===== src/rtl/mem_access_ctrl_pkg.sv =====
// Shared definitions for the data-memory access controller.
//   WORD_W / ADDR_W : default data width and memory word-address width
//   SZ_*            : request size codes (byte, half, word, illegal)
//   state_e         : controller FSM state encoding
//   req_misaligned  : error check applied to every accepted request
package mem_access_ctrl_pkg;

   localparam int WORD_W = 32;
   localparam int ADDR_W = 16;

   localparam logic [1:0] SZ_B = 2'b00;
   localparam logic [1:0] SZ_H = 2'b01;
   localparam logic [1:0] SZ_W = 2'b10;
   localparam logic [1:0] SZ_X = 2'b11;

   typedef enum logic [2:0] {
      ST_IDLE    = 3'd0,
      ST_RD      = 3'd1,
      ST_RD_CAP  = 3'd2,
      ST_RMW_RD  = 3'd3,
      ST_RMW_MRG = 3'd4,
      ST_WR      = 3'd5,
      ST_RESP    = 3'd6
   } state_e;

   // A request is rejected when its size is illegal or its address is not
   // aligned to that size; such requests never touch memory.
   function automatic logic req_misaligned(input logic [1:0] size, input logic [1:0] addr_lo);
      logic bad;
      case (size)
         SZ_B:    bad = 1'b0;
         SZ_H:    bad = addr_lo[0];
         SZ_W:    bad = (addr_lo != 2'b00);
         default: bad = 1'b1;
      endcase
      return bad;
   endfunction

endpackage


===== src/rtl/mem_access_ctrl_lane_align.sv =====
// Combinational byte-lane steering between a memory word and sub-word requests.
//   word        in  WORD_W  memory read data (mem_q)
//   addr_lo     in  2       request byte offset within the word
//   size        in  2       request size code
//   is_unsigned in  1       zero-extend loads when 1, sign-extend when 0
//   wdata       in  WORD_W  store data, value in low bits
//   load_data   out WORD_W  extracted and extended load result
//   merge_data  out WORD_W  word with store data merged into the addressed lane(s)
// Lanes are little-endian: byte k occupies bits 8k+7:8k.
module mem_lane_align
   import mem_access_ctrl_pkg::*;
(
   input  logic [WORD_W-1:0] word,
   input  logic [1:0]        addr_lo,
   input  logic [1:0]        size,
   input  logic              is_unsigned,
   input  logic [WORD_W-1:0] wdata,
   output logic [WORD_W-1:0] load_data,
   output logic [WORD_W-1:0] merge_data
);

   logic [7:0]  byte_s;
   logic [15:0] half_s;

   // Lane extraction for loads and lane replacement for read-modify-write stores.
   always_comb begin
      byte_s     = word[{addr_lo, 3'b000} +: 8];
      half_s     = word[{addr_lo[1], 4'b0000} +: 16];
      load_data  = {WORD_W{1'b0}};
      merge_data = word;
      case (size)
         SZ_B: begin
            load_data = {{24{byte_s[7] & ~is_unsigned}}, byte_s};
            merge_data[{addr_lo, 3'b000} +: 8] = wdata[7:0];
         end
         SZ_H: begin
            load_data = {{16{half_s[15] & ~is_unsigned}}, half_s};
            merge_data[{addr_lo[1], 4'b0000} +: 16] = wdata[15:0];
         end
         SZ_W: begin
            load_data  = word;
            merge_data = wdata;
         end
         default: begin
            load_data  = {WORD_W{1'b0}};
            merge_data = word;
         end
      endcase
   end

endmodule


===== src/rtl/mem_access_ctrl.sv =====
// Load/store initiator for the word-wide data memory port.
// Accepts byte-addressed requests over valid/ready, performs the memory
// access (read-modify-write for byte/half stores) and returns one response.
//   clk, rst                  clock; asynchronous active-low reset
//   req_valid/req_ready       request handshake (ready only in IDLE)
//   req_we, req_size, req_unsigned, req_addr, req_wdata   request fields
//   resp_valid/resp_ready     response handshake (held until accepted)
//   resp_rdata, resp_err      load result / misaligned-or-illegal flag
//   mem_a, mem_w, mem_d       memory address, write enable, write data
//   mem_q                     memory read data, one cycle after mem_a
module mem_access_ctrl
   import mem_access_ctrl_pkg::*;
#(
   parameter int WORD = WORD_W,
   parameter int ADDR = ADDR_W
)(
   input  logic            clk,
   input  logic            rst,
   input  logic            req_valid,
   output logic            req_ready,
   input  logic            req_we,
   input  logic [1:0]      req_size,
   input  logic            req_unsigned,
   input  logic [ADDR+1:0] req_addr,
   input  logic [WORD-1:0] req_wdata,
   output logic            resp_valid,
   input  logic            resp_ready,
   output logic [WORD-1:0] resp_rdata,
   output logic            resp_err,
   output logic [ADDR-1:0] mem_a,
   output logic            mem_w,
   output logic [WORD-1:0] mem_d,
   input  logic [WORD-1:0] mem_q
);

   state_e          state_r;
   state_e          state_s;
   logic            accept_s;
   logic            bad_s;
   logic [1:0]      size_r;
   logic            uns_r;
   logic [1:0]      addr_lo_r;
   logic [WORD-1:0] wdata_r;
   logic [WORD-1:0] load_s;
   logic [WORD-1:0] merge_s;

   assign accept_s = req_valid & (state_r == ST_IDLE);
   assign bad_s    = req_misaligned(req_size, req_addr[1:0]);

   mem_lane_align u_align (
      .word        (mem_q),
      .addr_lo     (addr_lo_r),
      .size        (size_r),
      .is_unsigned (uns_r),
      .wdata       (wdata_r),
      .load_data   (load_s),
      .merge_data  (merge_s)
   );

   // State register.
   always_ff @(posedge clk or negedge rst) begin
      if (!rst) begin
         state_r <= ST_IDLE;
      end else begin
         state_r <= state_s;
      end
   end

   // Next-state logic; routing is decided from the live request at accept.
   always_comb begin
      state_s = state_r;
      case (state_r)
         ST_IDLE: begin
            if (!accept_s) begin
               state_s = ST_IDLE;
            end else if (bad_s) begin
               state_s = ST_RESP;
            end else if (!req_we) begin
               state_s = ST_RD;
            end else if (req_size == SZ_W) begin
               state_s = ST_WR;
            end else begin
               state_s = ST_RMW_RD;
            end
         end
         ST_RD:      state_s = ST_RD_CAP;
         ST_RD_CAP:  state_s = ST_RESP;
         ST_RMW_RD:  state_s = ST_RMW_MRG;
         ST_RMW_MRG: state_s = ST_WR;
         ST_WR:      state_s = ST_RESP;
         ST_RESP:    state_s = resp_ready ? ST_IDLE : ST_RESP;
         default:    state_s = ST_IDLE;
      endcase
   end

   // Request capture and registered outputs, all derived from the next state
   // so each output is valid for the whole cycle of the state it belongs to.
   always_ff @(posedge clk or negedge rst) begin
      if (!rst) begin
         req_ready  <= 1'b1;
         resp_valid <= 1'b0;
         resp_rdata <= {WORD{1'b0}};
         resp_err   <= 1'b0;
         mem_a      <= {ADDR{1'b0}};
         mem_w      <= 1'b0;
         mem_d      <= {WORD{1'b0}};
         size_r     <= 2'b00;
         uns_r      <= 1'b0;
         addr_lo_r  <= 2'b00;
         wdata_r    <= {WORD{1'b0}};
      end else begin
         req_ready  <= (state_s == ST_IDLE);
         resp_valid <= (state_s == ST_RESP);
         mem_w      <= (state_s == ST_WR);
         if (accept_s) begin
            size_r     <= req_size;
            uns_r      <= req_unsigned;
            addr_lo_r  <= req_addr[1:0];
            wdata_r    <= req_wdata;
            resp_err   <= bad_s;
            resp_rdata <= {WORD{1'b0}};
            // Errored requests leave the memory address untouched.
            if (!bad_s) begin
               mem_a <= req_addr[ADDR+1:2];
            end
            // Full-word stores go straight to WR with the request data.
            if (state_s == ST_WR) begin
               mem_d <= req_wdata;
            end
         end else if (state_r == ST_RD_CAP) begin
            resp_rdata <= load_s;
         end else if (state_r == ST_RMW_MRG) begin
            mem_d <= merge_s;
         end else begin
            resp_rdata <= resp_rdata;
         end
      end
   end

endmodule


===== config.mk =====
export PLATFORM = sky130hd
export DESIGN_NAME = mem_access_ctrl
export DESIGN_NICKNAME = d
export VERILOG_FILES = /design/src/rtl/mem_access_ctrl_pkg.sv /design/src/rtl/mem_access_ctrl_lane_align.sv /design/src/rtl/mem_access_ctrl.sv
export SDC_FILE = /design/constraint.sdc
export NUM_CORES = 1
export LEC_CHECK = 0
export ABC_AREA = 1
export CAP_MARGIN = 15
export CELL_PAD_IN_SITES_DETAIL_PLACEMENT = 1
export CELL_PAD_IN_SITES_GLOBAL_PLACEMENT = 1
export CORE_MARGIN = 3
export CORE_UTILIZATION = 39
export CTS_BUF_LIST = sky130_fd_sc_hd__clkbuf_4
export CTS_CLUSTER_SIZE = 10
export DETAILED_ROUTE_END_ITERATION = 7
export HOLD_SLACK_MARGIN = 0.05
export PLACE_DENSITY = 0.87
export SETUP_SLACK_MARGIN = 0.2
export SYNTH_ARGS = -nofsm -noshare
export SYNTH_HDL_FRONTEND = slang
export SYNTH_HIERARCHICAL = 1
export SYNTH_SLANG_ARGS = --single-unit
export TNS_END_PERCENT = 10

===== constraint.sdc =====
create_clock -name clk -period 7 [get_ports clk]
set_clock_uncertainty 0.1 [all_clocks]
set_input_delay 0.7 -clock clk [delete_from_list [all_inputs] [get_ports clk]]
set_output_delay 0.7 -clock clk [all_outputs]
set_load 0.05 [all_outputs]

== Yosys cells after proc, flatten, opt, wreduce, memory -nomap -nowiden ==
Index checks and enable logic that the tools add are counted.

* $add $sub $neg: 2
* Muxes and demuxes: 17
* Reductions and logical operators: 10
* Bitwise operators: 5
* Equal/unequal tests: 14
* Shifts and indexed selects: 6

{| class="wikitable"
|+ Operator list
! operator !! number
|-
| $mux 32 || 6
|-
| $pmux 32 s3 || 2
|-
| $bwmux 32 || 2
|-
| $shift 16x7->32 const A || 1
|-
| $shift 8x7->32 const A || 1
|-
| $shiftx 16x7->32 || 1
|-
| $shiftx 32x6->16 || 1
|-
| $shiftx 32x6->8 || 1
|-
| $shiftx 8x7->32 || 1
|-
| $pmux 3 s6 || 1
|-
| $eq 3x3->1 const B || 5
|-
| $mux 3 || 5
|-
| $neg 5->7 || 2
|-
| $eq 3x2->1 const B || 2
|-
| $logic_not 3->1 || 2
|-
| $reduce_bool 2->1 || 3
|-
| $eq 2x1->1 const B || 2
|-
| $eq 2x2->1 const B || 2
|-
| $logic_not 2->1 || 2
|-
| $and 1x1->1 || 3
|-
| $eq 3x1->1 const B || 1
|-
| $pmux 1 s3 || 1
|-
| $reduce_and 3->1 || 1
|-
| $ne 2x1->1 const B || 1
|-
| 4 further kinds || 5
|}

* Bits in registers: 124
* Logic and storage cells: 66
* Output and inout port bits: 84
* Input bits: 90

== Longest topological paths before layout ==
Gate-level depths: netlist of run 1.

* Depth after elaboration: 9
* Depth in mapped cells: 15

== Cells and area by module ==
Netlist of run 1, hierarchy kept.

{| class="wikitable"
|+ By module, submodules not included
! module !! seq. area each (um^2) !! instances !! area an instance (um^2) !! cells each
|-
| mem_access_ctrl || 3104.2 || 1 || 5159.9 || 612
|-
| mem_lane_align || 0.0 || 1 || 2541.2 || 584
|}

== Worst setup path after synthesis of run 1 ==
Ideal clock, no wire load.

* Path kind: register to register
* Start: register addr_lo_r[1]
* End: register mem_d[10]
* Library setup time: 66 ps
* Required time: 6834 ps
* Slack: 4749 ps
* Cell stages (with the launch flop): 14
* Arrival: 2085 ps
* Cell sequence: dfrtp_1 -> inv_1 -> clkbuf_1 -> ha_1 -> clkinv_1 -> nor2_1 -> nand2_1 -> nand2_1 -> nand2_1 -> nand2_1 -> nand2_1 -> nand2_1 -> nand4_1 -> nand2_1

* Cells in the longest elaborated chain, start to end: 7
* Elaborated cells between the ends (all ways): 12
* Classes of those cells: add/sub: 2; shift: 4; mux: 6

{| class="wikitable"
|+ RTL lines
! item !! RTL line !! text
|-
| start: declaration || mem_access_ctrl.sv:42 || <nowiki>logic [1:0] addr_lo_r;</nowiki>
|-
| start signal: assignment || mem_access_ctrl.sv:118 || <nowiki>addr_lo_r <= req_addr[1:0];</nowiki>
|-
| $neg 5->7 (on tied branches) || mem_access_ctrl_lane_align.sv:38, mem_access_ctrl_lane_align.sv:34 ||
|-
| $shiftx 16x7->32 (tied with other cells) || mem_access_ctrl_lane_align.sv:38 || <nowiki>merge_data[{addr_lo[1], 4'b0000} +: 16] = wdata[15:0];</nowiki>
|-
| $bwmux 32 (on tied branches) || mem_access_ctrl_lane_align.sv:38, mem_access_ctrl_lane_align.sv:34 ||
|-
| $pmux 32 s3 * || mem_access_ctrl_lane_align.sv:31 || <nowiki>case (size)</nowiki>
|-
| named net merge_s[10] || mem_access_ctrl.sv:45 || <nowiki>logic [WORD-1:0] merge_s;</nowiki>
|-
| $mux 32 * || mem_access_ctrl.sv:132 || <nowiki>end else if (state_r == ST_RMW_MRG) begin</nowiki>
|-
| $mux 32 * || mem_access_ctrl.sv:130 || <nowiki>end else if (state_r == ST_RD_CAP) begin</nowiki>
|-
| $mux 32 * || mem_access_ctrl.sv:115 || <nowiki>if (accept_s) begin</nowiki>
|-
| end signal: assignment || mem_access_ctrl.sv:106 || <nowiki>mem_d <= {WORD{1'b0}};</nowiki>
|-
| end signal: assignment || mem_access_ctrl.sv:128 || <nowiki>mem_d <= req_wdata;</nowiki>
|-
| end signal: assignment || mem_access_ctrl.sv:133 || <nowiki>mem_d <= merge_s;</nowiki>
|-
| end: declaration || mem_access_ctrl.sv:32 || <nowiki>output logic [WORD-1:0] mem_d,</nowiki>
|}

The timed path passes the listed nets; every way through them passes the cells marked *. The select of a mux whose other input is x is not followed.
A chain may end at the register's enable or synchronous reset.

== Worst setup path in the final report of run 1 ==
* Start: register state_r[1]
* End: register mem_d[30]

* Cells in the longest elaborated chain, start to end: 7
* Elaborated cells between the ends (all ways): 17
* Classes of those cells: eq/ne: 9; mux: 3; bitwise: 1; reduce/logical: 4

{| class="wikitable"
|+ RTL lines
! item !! RTL line !! text
|-
| start: declaration || mem_access_ctrl.sv:36 || <nowiki>state_e state_r;</nowiki>
|-
| start signal: assignment || mem_access_ctrl.sv:65 || <nowiki>state_r <= state_s;</nowiki>
|-
| $logic_not 3->1 || mem_access_ctrl.sv:47, mem_access_ctrl.sv:72 ||
|-
| $and 1x1->1 || mem_access_ctrl.sv:47 || <nowiki>assign accept_s = req_valid & (state_r == ST_IDLE);</nowiki>
|-
| $mux 3 || mem_access_ctrl.sv:74 || <nowiki>if (!accept_s) begin</nowiki>
|-
| $pmux 3 s6 || mem_access_ctrl.sv:72 || <nowiki>case (state_r)</nowiki>
|-
| $eq 3x3->1 || mem_access_ctrl.sv:127 || <nowiki>if (state_s == ST_WR) begin</nowiki>
|-
| $ne 2x1->1 (no line) || - ||
|-
| $reduce_and 3->1 (no line) || - ||
|}

Several ways; a longest one is shown, not always the timed one.

==> run_results.csv, run 1 <==
group,metric,value,unit
route,vias_per_cell,5.279,
critical_path,worst_setup_path_end_kind,"flop",
grt,globalRouteTotalUtil,0.2664,
critical_path,worst-path-max-fanout,57,
synthesis,post-synth-top-area-cell,"sky130_fd_sc_hd__dfrtp_1",
cts,clockRootBuffer,"sky130_fd_sc_hd__clkbuf_4",
finish,fillers,2559,
critical_path,critPathArrivalTime,4.20,ns
synthesis,syn_std_cell_area,7701,sq um
synthesis,flip_flop_and_latch_count_after_synthesis,124,
hold_path,timing.hold.worst.class,"flop to flop",
sta,worst_slack,3.151,ns
critical_path,critical_path.reg2reg.endpoint,"mem_d[30]$_DFFE_PN0P_",
synthesis,synthesis.instances,1196,
power_and_ir_drop,peakVddDrop,285.1,uV
route,postRouteAntennaNets,0,
critical_path,ff2ff_path_depth,8,
floorplan,design.portCount,174,
sta,timing_hold_violations_final,0,
synthesis,synth_ff_type,"sky130_fd_sc_hd__dfrtp_1",
run,cap_viol_max_count,0,
sta,fmax,259.8,MHz
power_and_ir_drop,seq_power_share,0.255,
floorplan,chipWidth,146.5,microns
power_and_ir_drop,power_density,514.7,nW/um^2
grt,grt_start_max_net_pins,79,
power_and_ir_drop,switching_share,0.5690,
synthesis,postSynthNetCount,1291,
place,port-buffer-count,173,
critical_path,timing.reg2reg.setup_slack,3.15,ns
finish,register_area,3105,sq um
sta,timing_max_transition_violations_final,0,
power_and_ir_drop,power.internal,0.002174,W
sta,setup_tns,0,ns
outcome,status,"finished, final reports clean",
grt,globalRoute.totalOverflow,0,
sta,final_period_minus_worst_setup_slack,3.849,ns
route,routedWlPerCell,17.81,microns
synthesis,synth_async_sr_flop_share,1.000,
place,routabilityCongestion,0.9325,
power_and_ir_drop,share_comb_of_total_power,0.644,
synthesis,synth.top_cells.by_area,"sky130_fd_sc_hd__dfrtp_1 40%, sky130_fd_sc_hd__nand2_1 28%, sky130_fd_sc_hd__inv_1 5.2%",
synthesis,synth_top_area_frac,0.3997,
sta,tightest_slew,1.013,ns
cts,cts-root-to-sink-buffers,2,
hold_path,worst_hold_path.num_cells,2,
critical_path,timing.critical_path.from_type,"flop",
sta,rsz0062_at_grt,"false",
place,post-dp-hpwl,20970,microns
synthesis,yosysWarnings,6,
critical_path,worst_r2r_startpoint,"state_r[1]$_DFF_PN0_",
cts,cts_made_buffers,17,
sta,number_of_setup_violations_in_the_final_report,0,
route,total_length_of_routed_wires,28610,microns
cts,cts.repair_timing.setup_buffer_count,0,
sta,worst_slew_margin_rel,0.3246,
synthesis,yosys-top-cells-count,"581 x sky130_fd_sc_hd__nand2_1, 123 x sky130_fd_sc_hd__dfrtp_1, 107 x sky130_fd_sc_hd__inv_1",
route,number_of_drc_violations_after_detailed_routing_iteration_0,603,
grt,grt_antenna_before_repair,1,
power_and_ir_drop,reported_net_switching_power,0.002869,W
hold_path,hold_path_origin,"mem_d[19]$_DFFE_PN0P_",
critical_path,worst-setup-path-type,"flop to flop",
cts,cts-htree-levels,4,
finish,multi_input_comb_area,3854,sq um
cts,cts-resized-gates,0,
floorplan,die_height,146.5,microns
finish,layout-drive-gt1-share,0.04458,
synthesis,ys_types,29,
cts,clock_sinks,124,
critical_path,critical_path.startpoint,"state_r[1]$_DFF_PN0_",
power_and_ir_drop,total_power,0.005043,W
place,place_ws,2.555,ns
synthesis,post-synth-top-count-cell,"sky130_fd_sc_hd__nand2_1",
synthesis,synth-edff-count,0,
synthesis,synth_area_per_cell,6.439,sq um
floorplan,core_area,19080,sq um
power_and_ir_drop,static-leakage-power,5.190,nW
cts,clk_transition_reported_paths,0.14,ns
finish,areaGrowthSynthToFinish,27.21,%
grt,global_route_wire_length_before_repair,46040,microns
grt,first_global_vias,8684,
cts,tritoncts_clock_tree,"built",
critical_path,cp.required,7.35,ns
route,remaining_drc_errors,0,
synthesis,synth_seq_area_share,0.4031,
finish,nets,1428,
floorplan,initial_utilization,0.4036,
hold_path,worstHoldEndpoint,"mem_d[19]$_DFFE_PN0P_",
floorplan,die-area,21470,sq um
sta,post-route-period-util,0.5498,
route,number_of_vias_after_detailed_routing,8483,
cts,worst_skew_pair.late_latency,0.57,ns
floorplan,rows,50,
route,drt_first_pass_iters,5,
power_and_ir_drop,clock_power_share,0.102,
==> how the worst max path moves through the flow <==
stage,end,slack (ns)
floorplan,mem_d[10]$_DFFE_PN0P_,4.75
global placement,mem_d[15]$_DFFE_PN0P_,2.70
detailed placement,mem_d[25]$_DFFE_PN0P_,2.55
CTS,mem_d[28]$_DFFE_PN0P_,3.11
global route,mem_d[28]$_DFFE_PN0P_,2.73
finish,mem_d[30]$_DFFE_PN0P_,3.15
==> cells in the final DEF, fill, tap and decap left out, drive strengths merged <==
cell / count
a21oi: 45
a22oi: 10
buf: 8
bufinv: 1
clkbuf: 18
clkdlybuf4s50: 172
clkinv: 8
clkinvlp: 2
dfrtp: 123
dfstp: 1
diode: 1
dlygate4sd3: 1
ha: 5
inv: 118
nand2: 585
nand3: 67
nand4: 38
nor2: 61
nor3: 1
o211ai: 3
o21a: 1
o21ai: 77
or2: 1
==> sequential cells by signal, summed over array words and instances, names as in the netlist <==
register	cells
mem_d	32
state_r	3
req_ready	1
uns_r	1
size_r	2
resp_err	1
addr_lo_r	2
resp_rdata	32
resp_valid	1
wdata_r	32
mem_a	16
mem_w	1
==> layout make-up <==
class | instances | share of cell area
inverter | 115 | 0.04432
timing repair buffer | 181 | 0.1842
sequential | 124 | 0.3170
tap | 260 | 0.03321
antenna | 1 | 0.0002554
clock inverter | 14 | 0.01392
multi-input combinational | 894 | 0.3934
clock buffer | 18 | 0.01379
==> metal layers <==
metal	wire [microns]	global-route usage
met5	0	0
met4	734	0.09172
met3	1638	0.04252
met2	13700	0.4411
met1	12540	0.3557
==> worst max-delay path: stages, from the launching register on <==
cell                      delay, ns
sky130_fd_sc_hd__dfrtp_1       0.47
sky130_fd_sc_hd__nor2_1        0.25
sky130_fd_sc_hd__nand3_4       0.55
sky130_fd_sc_hd__inv_2         0.78
sky130_fd_sc_hd__nand2_2       0.40
sky130_fd_sc_hd__nand2_1       0.22
sky130_fd_sc_hd__nand3_2       0.58
sky130_fd_sc_hd__nand2_1       0.24
sky130_fd_sc_hd__nand2_1       0.09
==> logic make-up (layout without fill, tap and decap cells) <==
group                    count (synthesis)  after routing  synth area share
AND/OR/NAND/NOR                        753            753            0.3963
flip-flops                             124            124            0.4031
buffers and inverters                  178            328           0.09813
adder cells (fa/ha/maj)                  5              5          0.008123
AO/OA/AOI/OAI                          136            136           0.09440
other                                    0              1                 0
==> metrics by stage <==
stage	instances	instance area, sq um	utilization	hold WS (ns)
2_1_floorplan	1196	7701	-	0.3044
3_3_place_gp	1572	9493	0.4975	0.3576
3_5_place_dp	1572	9493	0.4975	0.3644
4_1_cts	1605	9774	0.5123	0.3923
5_1_grt	1607	9797	0.5134	0.4206
6_report	1607	9797	0.5134	0.3866
==> what timing repair did <==
item	in CTS	in global routing
hold buffers	1	0
endpoints found under the hold margin	25	0
setup endpoints to repair	0	0
==> power by group through the flow <==
stage | Sequential [W] | Combinational, W | Clock, W
2_1_floorplan | 0.00190 | 0.00159 | 0
3_3_place_gp | 0.00129 | 0.00313 | 0
3_5_place_dp | 0.00129 | 0.00322 | 0
4_1_cts | 0.00128 | 0.00324 | 0.000529
5_1_grt | 0.00132 | 0.00355 | 0.000563
6_report | 0.00128 | 0.00325 | 0.000513
Note: power is estimated with default switching activity, not from simulation.
==> run 2, diff against run 1 <==
Settings changed: CORE_UTILIZATION 39 to 36, PLACE_DENSITY 0.87 to 0.81.
Clock period 7 ns to 3.7 ns, I/O delays scaled along.
==> run 2 against run 1 <==
Effect of this change: wire length increased by 0.98%; die area increased by 8.0%; critical path depth increased by 5; setup slack got worse by 2.5 ns; count of clock-buffer cells in the layout decreased by 1; core utilization decreased by 3.6 points; global-route usage decreased by 1.8 points; combinational power increased by 88%; design area increased by 0.59%; total power increased by 90%; critical endpoint is now mem_d[9]$_DFFE_PN0P_.
==> run_results.csv, run 2 (synthesis results as in run 1) <==
group,metric,value,unit
hold_path,hold_path_origin,"req_addr[13]",
cts,cts-htree-levels,4,
critical_path,cp.required,4.11,ns
floorplan,die_height,152.3,microns
route,route.met3.wl,1536,microns
power_and_ir_drop,power_density,970.6,nW/um^2
finish,final_common_cell,"sky130_fd_sc_hd__nand2_1",
route,vias_per_cell,5.111,
hold_path,worstHoldEndpoint,"mem_a[11]$_DFFE_PN0N_",
cts,cts-resized-gates,0,
place,port-buffer-count,173,
sta,final_period_minus_worst_setup_slack,3.090,ns
place,post-dp-hpwl,21410,microns
critical_path,timing.critical_path.from_type,"flop",
finish,fillers,2747,
critical_path,critical_path.reg2reg.endpoint,"mem_d[9]$_DFFE_PN0P_",
floorplan,initial_utilization,0.3734,
grt,first_global_vias,8519,
finish,final_cell_mix,"581 x sky130_fd_sc_hd__nand2_1, 172 x sky130_fd_sc_hd__clkdlybuf4s50_1, 122 x sky130_fd_sc_hd__dfrtp_1",
critical_path,ff2ff_path_depth,13,
power_and_ir_drop,peakVddDrop,552.4,uV
sta,timing_hold_violations_final,0,
route,postRouteAntennaNets,0,
floorplan,rows,52,
finish,multi_input_comb_area,3854,sq um
critical_path,critical-path-slowest-cell,"sky130_fd_sc_hd__dfrtp_1",
grt,globalRoute.totalOverflow,0,
grt,grt_start_max_net_pins,104,
finish,layout_top_registers,"mem_d (32), resp_rdata (32), wdata_r (32)",
power_and_ir_drop,reported_net_switching_power,0.005437,W
finish,layout-drive-gt1-share,0.04741,
cts,cts-root-to-sink-buffers,2,
route,drt_first_pass_iters,5,
sta,post-route-period-util,0.8352,
run,cap_viol_max_count,0,
route,remaining_drc_errors,0,
critical_path,worst-setup-path-type,"flop to flop",
outcome,status,"finished, final reports clean",
route,number_of_vias_after_detailed_routing,8285,
route,number_of_drc_violations_after_detailed_routing_iteration_0,387,
power_and_ir_drop,total_power,0.009565,W
grt,grt_antenna_before_repair,1,
floorplan,design.portCount,174,
sta,setup_tns,0,ns
floorplan,core_area,20620,sq um
route,top_layer_used,"met4",
place,routabilityCongestion,0.9360,
critical_path,cells_along_the_critical_path,"inv_1 -> ha_1 -> clkinv_1 -> nand2_1 -> nor2_1 -> nand2_1 -> nand2_1 -> nand2_1 -> nand2_1 -> nand2_1 -> nand2_1 -> nand4_1 -> nand2_1",
power_and_ir_drop,seq_power_share,0.252,
cts,cts_made_buffers,17,
cts,clockRootBuffer,"sky130_fd_sc_hd__clkbuf_4",
sta,tightest_slew,1.047,ns
route,met1Wirelength,13420,microns
floorplan,die-area,23180,sq um
finish,register_area,3105,sq um
critical_path,critPathArrivalTime,3.50,ns
sta,number_of_setup_violations_in_the_final_report,0,
critical_path,worst_setup_path_end_kind,"flop",
route,routed-wl-met2,13540,microns
power_and_ir_drop,share_comb_of_total_power,0.640,
floorplan,chipWidth,152.3,microns
hold_path,worst_hold_path.num_cells,3,
power_and_ir_drop,clock_power_share,0.108,
power_and_ir_drop,switching_share,0.5684,
grt,globalRouteTotalUtil,0.2484,
finish,areaGrowthSynthToFinish,27.96,%
critical_path,critPathMostFrequentCell,"sky130_fd_sc_hd__nand2_1",
route,routedWlPerCell,17.82,microns
cts,clock_sinks,124,
sta,rsz0062_at_grt,"false",
route,total_length_of_routed_wires,28890,microns
power_and_ir_drop,static-leakage-power,5.210,nW
sta,fmax,323.6,MHz
sta,timing_max_transition_violations_final,0,
critical_path,cp_slowest_stage_delay,0.67,ns
power_and_ir_drop,power.internal,0.004128,W
finish,nets,1432,
sta,worst_slew_margin_rel,0.3022,
critical_path,worst_r2r_startpoint,"addr_lo_r[0]$_DFFE_PN0N_",
cts,worst_skew_pair.late_latency,0.56,ns
cts,clk_transition_reported_paths,0.16,ns
cts,tritoncts_clock_tree,"built",
grt,global_route_wire_length_before_repair,46750,microns
critical_path,worst-path-max-fanout,14,
hold_path,timing.hold.worst.class,"input port to flop",
critical_path,timing.reg2reg.setup_slack,0.61,ns
==> run 2: cell types whose count changed in the layout (fill, tap and decap cells not counted), sizes merged <==
cell | previous run | this run
clkinvlp | 2 | 3
clkinv | 8 | 5
buf | 8 | 12
inv | 118 | 121
clkbuf | 18 | 17
==> run 2: final cells by class <==
cell class                 count  area share
antenna                        1   0.0002539
clock buffer                  17     0.01295
clock inverter                15     0.01739
inverter                     115     0.04406
multi-input combinational    894      0.3911
sequential                   124      0.3151
tap                          270     0.03428
timing repair buffer         185      0.1849
==> run 2: power by group through the flow <==
| stage | Clock [W] | Sequential [W] | Combinational (W) |
|---|---|---|---|
| floorplan | 0 | 0.00360 | 0.00301 |
| global placement | 0 | 0.00242 | 0.00602 |
| detailed placement | 0 | 0.00243 | 0.00612 |
| CTS | 0.00107 | 0.00241 | 0.00614 |
| global route | 0.00113 | 0.00249 | 0.00675 |
| finish | 0.00103 | 0.00241 | 0.00612 |
==> run 2: repair_timing <==
action                                 4_1_cts  5_1_grt
endpoints found under the hold margin       59        0
hold buffers                                 1        0
buffers inserted                             0        0
==> run 2: how the worst max path moves through the flow <==
stage / startpoint / slack (ns) / cells past startpoint / endpoint
2_1_floorplan: addr_lo_r[1]$_DFFE_PN0N_ / 1.45 / 13 / mem_d[10]$_DFFE_PN0P_
3_3_place_gp: addr_lo_r[0]$_DFFE_PN0N_ / 0.72 / 13 / mem_d[15]$_DFFE_PN0P_
6_report: addr_lo_r[0]$_DFFE_PN0N_ / 0.61 / 13 / mem_d[9]$_DFFE_PN0P_
3_5_place_dp: req_valid / 0.74 / 9 / mem_d[5]$_DFFE_PN0P_
5_1_grt: addr_lo_r[0]$_DFFE_PN0N_ / 0.34 / 13 / mem_d[15]$_DFFE_PN0P_
4_1_cts: addr_lo_r[0]$_DFFE_PN0N_ / 0.69 / 13 / mem_d[15]$_DFFE_PN0P_
==> run 2: critical path, delay by kind of cell, from the launching register on <==
kind	cells	cell delay (ns)
flip-flops	1	0.67
buffers and inverters	2	0.65
adder cells (fa/ha/maj)	1	0.45
AND/OR/NAND/NOR	10	1.16
==> run 2: layer usage <==
| layer | track usage | up-vias |
|---|---|---|
| li1 | - | 4023 |
| met1 | 0.3432 | 4007 |
| met2 | 0.4033 | 235 |
| met3 | 0.04658 | 20 |
| met4 | 0.06336 | 0 |
| met5 | 0 | - |
==> run 2: stage by stage <==
stage               hold WS [ns]  std cells  instance area, sq um    util  setup WS (ns)
floorplan               -0.02559       1196                  7701       -          1.449
global placement          0.3566       1587                  9543  0.4627         0.7240
detailed placement        0.3597       1587                  9543  0.4627         0.7374
CTS                       0.1638       1620                  9852  0.4777         0.6895
global route              0.1438       1621                  9854  0.4778         0.3400
finish                    0.2117       1621                  9854  0.4778         0.6097
==> run 3, diff against run 2 <==
Clock period 3.7 ns to 3 ns, I/O delays scaled along.
==> run 3 against run 2 <==
Effect of this change: core utilization up 0.39 points; sequential share of layout area is 0.26 points lower; via count grew 0.53%; critical path depth fell by 5; largest cell class unchanged; non-clock buffer count up 8; total power rose by 24%; design area increased by 0.83%; maximum frequency is 22% higher; register-to-register slack got worse by 0.15 ns; highest routed layer unchanged; sequential cell count did not move; global-route usage about the same; first-iteration DRC count rose by 37%.
==> run_results.csv, run 3 (synthesis results as in run 1) <==
group,metric,value,unit
finish,final_util,0.4817,
floorplan,rows,52,
floorplan,design.portCount,174,
hold_path,worstHoldEndpoint,"mem_a[11]$_DFFE_PN0N_",
place,port-buffer-count,173,
outcome,status,"finished, final reports clean",
sta,post-route-period-util,0.8462,
grt,grt_antenna_before_repair,1,
route,vias_per_cell,5.113,
place,routabilityCongestion,0.8930,
sta,worst_hold_slack,0.1441,ns
hold_path,timing.hold.worst.class,"input port to flop",
route,total_length_of_routed_wires,28920,microns
critical_path,ff2ff_path_depth,8,
critical_path,worst_r2r_startpoint,"state_r[1]$_DFF_PN0_",
critical_path,cp.required,3.35,ns
route,routedWlPerCell,17.75,microns
hold_path,worst_hold_path.num_cells,3,
power_and_ir_drop,static-leakage-power,5.253,nW
grt,grt.met1_usage,0.3361,
hold_path,hold_path_origin,"req_addr[13]",
grt,global_route_wire_length_before_repair,46730,microns
finish,nets,1440,
cts,clk_transition_reported_paths,0.14,ns
critical_path,critical_path.startpoint,"state_r[1]$_DFF_PN0_",
finish,final_cell_mix,"581 x sky130_fd_sc_hd__nand2_1, 172 x sky130_fd_sc_hd__clkdlybuf4s50_1, 122 x sky130_fd_sc_hd__dfrtp_1",
sta,timing_hold_violations_final,0,
critical_path,critPathArrivalTime,2.89,ns
cts,cts-root-to-sink-buffers,2,
critical_path,timing.reg2reg.setup_slack,0.46,ns
sta,final_period_minus_worst_setup_slack,2.539,ns
sta,tightest_slew,0.7532,ns
sta,worst_slew_margin_rel,0.4973,
critical_path,worst_setup_path_end_kind,"flop",
critical_path,worst-path-max-fanout,33,
sta,setup_tns,0,ns
cts,cts_made_buffers,17,
run,cap_viol_max_count,0,
route,drt_first_pass_iters,7,
cts,cts-htree-levels,4,
sta,number_of_setup_violations_in_the_final_report,0,
route,number_of_drc_violations_after_detailed_routing_iteration_0,531,
critical_path,critical_path.reg2reg.endpoint,"mem_d[21]$_DFFE_PN0P_",
cts,clockRootBuffer,"sky130_fd_sc_hd__clkbuf_4",
route,number_of_vias_after_detailed_routing,8329,
floorplan,initial_utilization,0.3734,
cts,cts.repair_timing.setup_buffer_count,0,
floorplan,chipWidth,152.3,microns
sta,fmax,393.9,MHz
finish,final_common_cell,"sky130_fd_sc_hd__nand2_1",
grt,groute.layer.met2.usage,0.4229,
critical_path,timing.critical_path.from_type,"flop",
finish,areaGrowthSynthToFinish,29.02,%
sta,timing_max_transition_violations_final,0,
grt,grt_start_max_net_pins,104,
critical_path,worst-setup-path-type,"flop to flop",
power_and_ir_drop,peakVddDrop,544.9,uV
grt,first_global_vias,8505,
floorplan,core_area,20620,sq um
sta,rsz0062_at_grt,"true",
finish,layout-drive-gt1-share,0.05376,
grt,busiest_layer,"met2",
place,post-dp-hpwl,21620,microns
grt,globalRoute.totalOverflow,0,
cts,clock_sinks,124,
route,postRouteAntennaNets,0,
grt,gr-usage-met3,0.04090,
floorplan,die-area,23180,sq um
route,remaining_drc_errors,0,
finish,layout_top_registers,"mem_d (32), resp_rdata (32), wdata_r (32)",
grt,globalRouteTotalUtil,0.2487,
floorplan,die_height,152.3,microns
cts,tritoncts_clock_tree,"built",
cts,worst_skew_pair.late_latency,0.57,ns
power_and_ir_drop,power_density,1196,nW/um^2
run 3: cell types whose count changed in the layout (fill, tap and decap cells not counted):
| cell | delta |
|---|---|
| sky130_fd_sc_hd__buf_12 | +3 |
| sky130_fd_sc_hd__clkinvlp_4 | +1 |
| sky130_fd_sc_hd__inv_6 | +1 |
| sky130_fd_sc_hd__clkinv_8 | -2 |
| sky130_fd_sc_hd__nor2_2 | +1 |
| sky130_fd_sc_hd__inv_8 | -1 |
| sky130_fd_sc_hd__buf_4 | +5 |
| sky130_fd_sc_hd__clkinv_4 | +1 |
| sky130_fd_sc_hd__nor2_1 | -1 |
run 3: layout make-up:
cell class / count / area (sq um)
Sequential cell: 124 / 3105
Antenna cell: 1 / 2.502
Fill cell: 2722 / 10690
Clock buffer: 17 / 127.6
Inverter: 115 / 434.2
Tap cell: 270 / 337.8
Multi-Input combinational cell: 894 / 3856
Clock inverter: 15 / 152.6
Timing Repair Buffer: 193 / 1919
run 3: report_power, final:
part	switching, W	internal, W	leakage (nW)
clock	0.000783	0.000439	0.141
combinational	0.00537	0.00233	3.53
sequential	0.000556	0.00240	1.59
total	0.00671	0.00517	5.25
run 3: worst max-delay path by stage:
stage	to	slack, ns	depth (start not counted)
floorplan	mem_d[10]$_DFFE_PN0P_	0.75	13
global placement	mem_d[19]$_DFFE_PN0P_	0.46	12
detailed placement	mem_d[21]$_DFFE_PN0P_	0.39	8
CTS	mem_d[21]$_DFFE_PN0P_	0.39	8
global route	mem_d[4]$_DFFE_PN0P_	0.16	8
finish	mem_d[21]$_DFFE_PN0P_	0.46	8
run 3: per-layer routing:
metal | up-vias | wire [microns]
met4 | 0 | 322
met2 | 214 | 14000
met3 | 23 | 1452
met5 | - | 0
met1 | 4049 | 13150
li1 | 4043 | -
run 3: what timing repair did:
action                                  CTS  global route
resized for setup                         0             1
endpoints found under the hold margin    49             0
endpoints found under the setup margin    0            19
hold buffers                              1             0
run 3: worst max-delay path, stage by stage, from the launching register on:
cell and delay [ns]:
sky130_fd_sc_hd__dfrtp_1 0.47, sky130_fd_sc_hd__nor2_1 0.29, sky130_fd_sc_hd__nand3_4 0.13, sky130_fd_sc_hd__inv_2 0.31, sky130_fd_sc_hd__nand2_2 0.09, sky130_fd_sc_hd__nand2_1 0.12, sky130_fd_sc_hd__nand3_2 0.60, sky130_fd_sc_hd__nand2_1 0.25
sky130_fd_sc_hd__nand2_1 0.07
run 3: stage by stage:
step | area [sq um] | setup WS, ns | power, W | instances
final | 9936 | 0.4613 | 0.01188 | 1629
after global placement | 9620 | 0.4616 | 0.01046 | 1594
after detailed placement | 9620 | 0.3875 | 0.01065 | 1594
after global routing | 9936 | 0.1628 | 0.01285 | 1629
after CTS | 9911 | 0.3899 | 0.01192 | 1627
after floorplan | 7701 | 0.7494 | 0.008154 | 1196
==> patch 1, RTL diff (settings of run 3) <==
Make the reset (`rst`) synchronous in 2 clocked blocks. Comments in the files are not updated.
--- a/src/rtl/mem_access_ctrl.sv
+++ b/src/rtl/mem_access_ctrl.sv
@@ -58,7 +58,7 @@
    );
 
    // State register.
-   always_ff @(posedge clk or negedge rst) begin
+   always_ff @(posedge clk) begin
       if (!rst) begin
          state_r <= ST_IDLE;
       end else begin
@@ -95,7 +95,7 @@
 
    // Request capture and registered outputs, all derived from the next state
    // so each output is valid for the whole cycle of the state it belongs to.
-   always_ff @(posedge clk or negedge rst) begin
+   always_ff @(posedge clk) begin
       if (!rst) begin
          req_ready  <= 1'b1;
          resp_valid <= 1'b0;
Function: differs if rst is asserted again (counterexample within 4 cycles, from zero or initial values and one cycle with rst low); with rst held inactive, the same outputs for 4 cycles.
==> patch 1 against run 3 <==
Die area down 1.8%; area after synthesis shrank 1.8%; routed wire length increased by 2.1%; final area down 2.1%; fmax is 0.39% lower; sequential share of layout area decreased by 5.7 points; worst hold slack improved by 79 ps; worst setup slack got worse by 9.8 ps; non-clock buffer count increased by 4; sequential cell count is the same; largest cell class unchanged; highest routed layer unchanged.
Power is not compared: it rests on default switching activity, and its combinational part moved more than twofold at a synthesized area within 25%.
==> patch 1: results (changes against run 3) <==
| Metric | Value |
|---|---|
| First-pass GRT wire length | 46.37 mm (-0.78%) |
| Setup repair bufs after CTS | 0 (unchanged) |
| WHS Endpoint | uns_r$_SDFFE_PN0N_ |
| Worst-path clk slew | 130 ps |
| Pre-antenna DRT Iters | 4 (-3) |
| WL final | 29.53 mm (+2.1%) |
| Cts repair resizes | 0 (unchanged) |
| Slew HR | 31.76% (-18 points) |
| Register-to-Register Path Depth | 14 (+6) |
| Pre-CTS setup slack | 492.3 ps (+104.8 ps) |
| HP Start | req_unsigned |
| Hold WS | 222.8 ps (+78.64 ps) |
| Final GP Congestion | 0.8717 (-2.4%) |
| Layout cell share with drive strength beyond 1 | 5.436% (+0.060 points) |
| Maximum clock path buffer count | 2 (unchanged) |
| Largest registers | mem_d x32, resp_rdata x32, wdata_r x32 |
| R2r startpoint | addr_lo_r[0]$_SDFFE_PN0N_ |
| Maximum capacitance violations | 0 (unchanged) |
| HPWL after DPL | 21.87 mm (+1.2%) |
| Largest net degree at the start of global routing | 69 (-34%) |
| CTS buffer count | 17 (unchanged) |
| Final period demand of the worst path | 2549 ps (+9.841 ps) |
| Yosys warns | 6 (unchanged) |
| Hold Path Stages | 3 (unchanged) |
| Reported leakage power | 4.267 nW |
| FILL cells | 2845 (+4.5%) |
| Top post-synthesis cells by area | dfxtp_1 (33%), nand2_1 (25%), nor2_1 (7.6%) |
| Worst-path fanout max | 14 (-58%) |
| GRT Resource Usage Total | 25.78% (+0.91 points) |
| Primary FF master, synth | dfxtp_1 |
| FFs w/ async S/R, synth | 0% (-100 points) |
| Worst hold path class | in -> reg |
| # nets final | 1517 (+5.3%) |
| Sequential area share after synthesis | 32.84% (-7.5 points) |
| Syn nets | 1381 (+7.0%) |
| Dpl cell area | 0.009412 mm^2 (-2.2%) |
| Crit path DAT | 2970 ps (+80 ps) |
| Status | finished, final reports clean |
| Initial antenna violation count | 1 (unchanged) |
| Root buf cell | clkbuf_4 |
| Distinct cells, synth | 29 (unchanged) |
| Max rail drop VDD | 0.0002757 V |
| Vias per cell | 5.141 (+0.54%) |
| Commonest cells in the netlist | nand2_1 (497), nor2_1 (153), dfxtp_1 (124), a21oi_1 (114), inv_1 (110) |
| Number of DRC markers in iteration 0 | 521 (-1.9%) |
| CTS H-tree depth | 4 (unchanged) |
| Clk_lat worst skew | 580 ps |
| Port bufs | 173 (unchanged) |
| Vias in the first global route | 8719 (+2.5%) |
| FF-to-FF End | mem_d[21]$_SDFFE_PN0P_ |
## patch 1: worst max-delay path by stage
stage                               from                      to  depth (start not counted)
5_1_grt        addr_lo_r[0]$_SDFFE_PN0N_  mem_d[21]$_SDFFE_PN0P_                         14
3_5_place_dp   addr_lo_r[0]$_SDFFE_PN0N_  mem_d[21]$_SDFFE_PN0P_                         14
2_1_floorplan  addr_lo_r[1]$_SDFFE_PN0N_  mem_d[10]$_SDFFE_PN0P_                         17
3_3_place_gp   addr_lo_r[0]$_SDFFE_PN0N_  mem_d[21]$_SDFFE_PN0P_                         14
6_report       addr_lo_r[0]$_SDFFE_PN0N_  mem_d[21]$_SDFFE_PN0P_                         14
4_1_cts        addr_lo_r[0]$_SDFFE_PN0N_  mem_d[21]$_SDFFE_PN0P_                         14
## patch 1: logic make-up after synthesis
kind of cell	Yosys count	share of synthesized area, %
buffers and inverters	199	11.25
AND/OR/NAND/NOR	766	41.82
AO/OA/AOI/OAI	192	13.26
flip-flops	124	32.84
adder cells (fa/ha/maj)	5	0.8275
## patch 1: per-stage QoR
stage / cells / util, %
floorplan: 1286 / -
global placement: 1673 / 46.07
detailed placement: 1673 / 46.07
CTS: 1705 / 47.62
global route: 1706 / 47.63
finish: 1706 / 47.63
## patch 1: critical path, cell delays in order (launching register included)
cell,delay [ps]
dfxtp_1,340
inv_1,210
ha_1,460
inv_1,80
nor2_1,420
nand3_1,200
nand2_1,110
nand2_1,70
nand3_1,90
nand2_1,60
nand2_1,100
inv_1,40
nand4_1,90
nand2_1,60
nor2_1,80
## patch 1: routing by layer
| metal | wire length, um | GRT usage [%] | vias to the layer above |
|---|---|---|---|
| met5 | 0 | 0 | - |
| met3 | 1279 | 3.740 | 24 |
| met2 | 14810 | 46.04 | 198 |
| met4 | 348 | 5.530 | 0 |
| li1 | - | - | 4345 |
| met1 | 13100 | 32.97 | 4203 |
## patch 1: area by class of cell
class                      count  area share [%]
tap                          270           3.472
antenna                        1         0.02572
clock buffer                  17           1.312
clock inverter                15           1.942
sequential                   124           25.52
timing repair buffer         197           19.65
inverter                     119           4.616
multi-input combinational    963           43.46
## patch 1: power breakdown
part           switching, mW  total [mW]  internal [mW]
clock                  0.751        1.34          0.593
combinational           2.26        3.25          0.988
sequential             0.177        2.07           1.89
==> patch 2, RTL diff (settings of run 3) <==
Made on the original files. The package constant `ADDR_W` goes from 16 to 18.
--- a/src/rtl/mem_access_ctrl_pkg.sv
+++ b/src/rtl/mem_access_ctrl_pkg.sv
@@ -6,7 +6,7 @@
 package mem_access_ctrl_pkg;
 
    localparam int WORD_W = 32;
-   localparam int ADDR_W = 16;
+   localparam int ADDR_W = 18;
 
    localparam logic [1:0] SZ_B = 2'b00;
    localparam logic [1:0] SZ_H = 2'b01;
Ports: changed (resized mem_a and req_addr); port bits go from 174 to 178. No check against the original RTL was run, so the function may have changed too.
==> patch 2 against run 3 <==
Final area grew 1.3%; highest routed layer unchanged; area after synthesis increased by 0.96%; total power increased by 2.2%; routed wire length up 7.4%; die area is 0.92% higher; sequential cell count rose by 2; worst setup slack worse by 15 ps; sequential power up 2%.
==> patch 2: results (changes against run 3) <==
| Metric | Value |
|---|---|
| Status | finished, final reports clean |
| Initial antenna violation count | 1 (unchanged) |
| WL final | 31.07 mm (+7.4%) |
| Synth Instances | 1205 (+0.75%) |
| Yosys warns | 6 (unchanged) |
| Dpl cell area | 0.009759 mm^2 (+1.4%) |
| Sequential area share after synthesis | 40.57% (+0.26 points) |
| Layout cell share with drive strength beyond 1 | 5.462% (+0.087 points) |
| Pre-antenna DRT Iters | 5 (-2) |
| Crit-path slowest cell | dfrtp_2 |
| Syn nets | 1302 (+0.85%) |
| CTS buffer count | 17 (unchanged) |
| CP startpoint | addr_lo_r[1]$_DFFE_PN0N_ |
| Worst-path fanout max | 43 (+30%) |
| Worst-path clk slew | 160 ps (+20 ps) |
| Worst hold path class | in -> reg |
| Top post-synthesis cells by area | dfrtp_1 (40%), nand2_1 (28%), inv_1 (5.1%) |
| Distinct cells, synth | 30 (+3.4%) |
| FILL cells | 2844 (+4.5%) |
| Routed len/inst | 18.84 um (+6.1%) |
| Max rail drop VDD | 0.0004701 V (-14%) |
| Worst-margin pin slew | 760.1 ps (+6.882 ps) |
| Post-Place Cells | 1614 (+1.3%) |
| Commonest cells in the netlist | nand2_1 (588), dfrtp_1 (125), inv_1 (106), o21ai_0 (74), nand3_1 (64) |
| Delay-heaviest family, CP | simple AND/OR/NAND/NOR gates |
| Crit path DAT | 2960 ps (+70 ps) |
| Reported leakage power | 5.320 nW (+1.3%) |
| Vias per cell | 5.193 (+1.6%) |
| FFs w/ async S/R, synth | 100.0% (unchanged) |
| Final GP Congestion | 0.9183 (+2.8%) |
| Maximum clock path buffer count | 2 (unchanged) |
| CTS H-tree depth | 4 (unchanged) |
| Vias in the first global route | 8992 (+5.7%) |
| First-pass GRT wire length | 49.45 mm (+5.8%) |
| Max incr delay on CP | 380 ps (-220 ps) |
| Clk_lat worst skew | 560 ps |
| Port bufs | 177 (+2.3%) |
| HPWL after DPL | 22.55 mm (+4.3%) |
| Largest registers | mem_d x32, resp_rdata x32, wdata_r x32 |
| # nets final | 1457 (+1.2%) |
| GRT Resource Usage Total | 26.43% (+1.6 points) |
| Number of DRC markers in iteration 0 | 445 (-16%) |
| Largest net degree at the start of global routing | 127 (+22%) |
| HP Start | req_addr[10] |
| Root buf cell | clkbuf_4 |
==> patch 2: layout make-up <==
class,instances,share of cell area [%]
repair buffers,200,19.69
clock buffers,17,1.268
diodes,1,0.02486
well taps,275,3.418
clock inverters,15,1.417
inverters,115,4.351
flip-flops and latches,126,31.35
multi-input cells,900,38.48
==> patch 2: power breakdown <==
group	total [mW]	switching (mW)	internal, mW
clock	1.20	0.832	0.370
combinational	7.93	5.54	2.39
sequential	3.01	0.569	2.44
==> patch 2: through the flow <==
step / power, mW / hold slack, ps / setup slack [ps] / util, %
after floorplan: 8.265 / -95.59 / 749.4 / -
after global placement: 10.77 / 359.2 / 443.6 / 46.13
after CTS: 12.21 / 106.0 / 382.8 / 47.46
after global routing: 13.12 / 84.03 / 187.1 / 47.58
final: 12.14 / 151.4 / 445.9 / 47.58
after detailed placement: 10.96 / 361.6 / 441.9 / 46.13
==> patch 2: layer usage <==
| metal | vias to the layer above | GRT usage, % | wire, um |
|---|---|---|---|
| li1 | 4084 | - | - |
| met1 | 4168 | 34.22 | 13920 |
| met2 | 249 | 44.34 | 14710 |
| met3 | 63 | 4.473 | 1315 |
| met4 | 0 | 10.22 | 1119 |
| met5 | - | 0 | 0 |
==> patch 2: worst paths after layout <==
kind,to,slack [ps],cells after the start
max in group asynchronous,mem_d[10]$_DFFE_PN0P_,1920,3
worst min register to register,mem_d[22]$_DFFE_PN0P_,390,2
worst max register to register,mem_d[30]$_DFFE_PN0P_,450,13
worst min-delay path,mem_a[8]$_DFFE_PN0N_,150,3
worst max-delay path,mem_d[30]$_DFFE_PN0P_,450,13
min in group asynchronous,resp_rdata[25]$_DFFE_PN0P_,290,3
==> patch 2: worst reg2reg max path, cell delays in order, from the launching register on <==
cell     delay (ps)
dfrtp_2         380
buf_4           370
buf_4           380
ha_1            250
nand2_1          80
nor2_2          280
nand2_1         120
nand2_1          70
nand2_1          50
nand2_1          80
nand2_1          60
nand2_1         100
nand4_1          90
nand2_1          90
==> patch 2: logic make-up (layout without fill, tap and decap cells) <==
family	Yosys count	in the layout	synth area share [%]
AND/OR/NAND/NOR	759	759	39.51
AO/OA/AOI/OAI	136	136	9.350
other	0	1	0
flip-flops	126	126	40.57
buffers and inverters	179	347	9.768
adder cells (fa/ha/maj)	5	5	0.8046
==> patch 2: what timing repair did <==
action / 4_1_cts / 5_1_grt
hold endpoints to repair: 125 / 0
buffers inserted: 0 / 0
setup endpoints to repair: 0 / 5
hold buffers: 1 / 0
gates resized for setup: 0 / 1
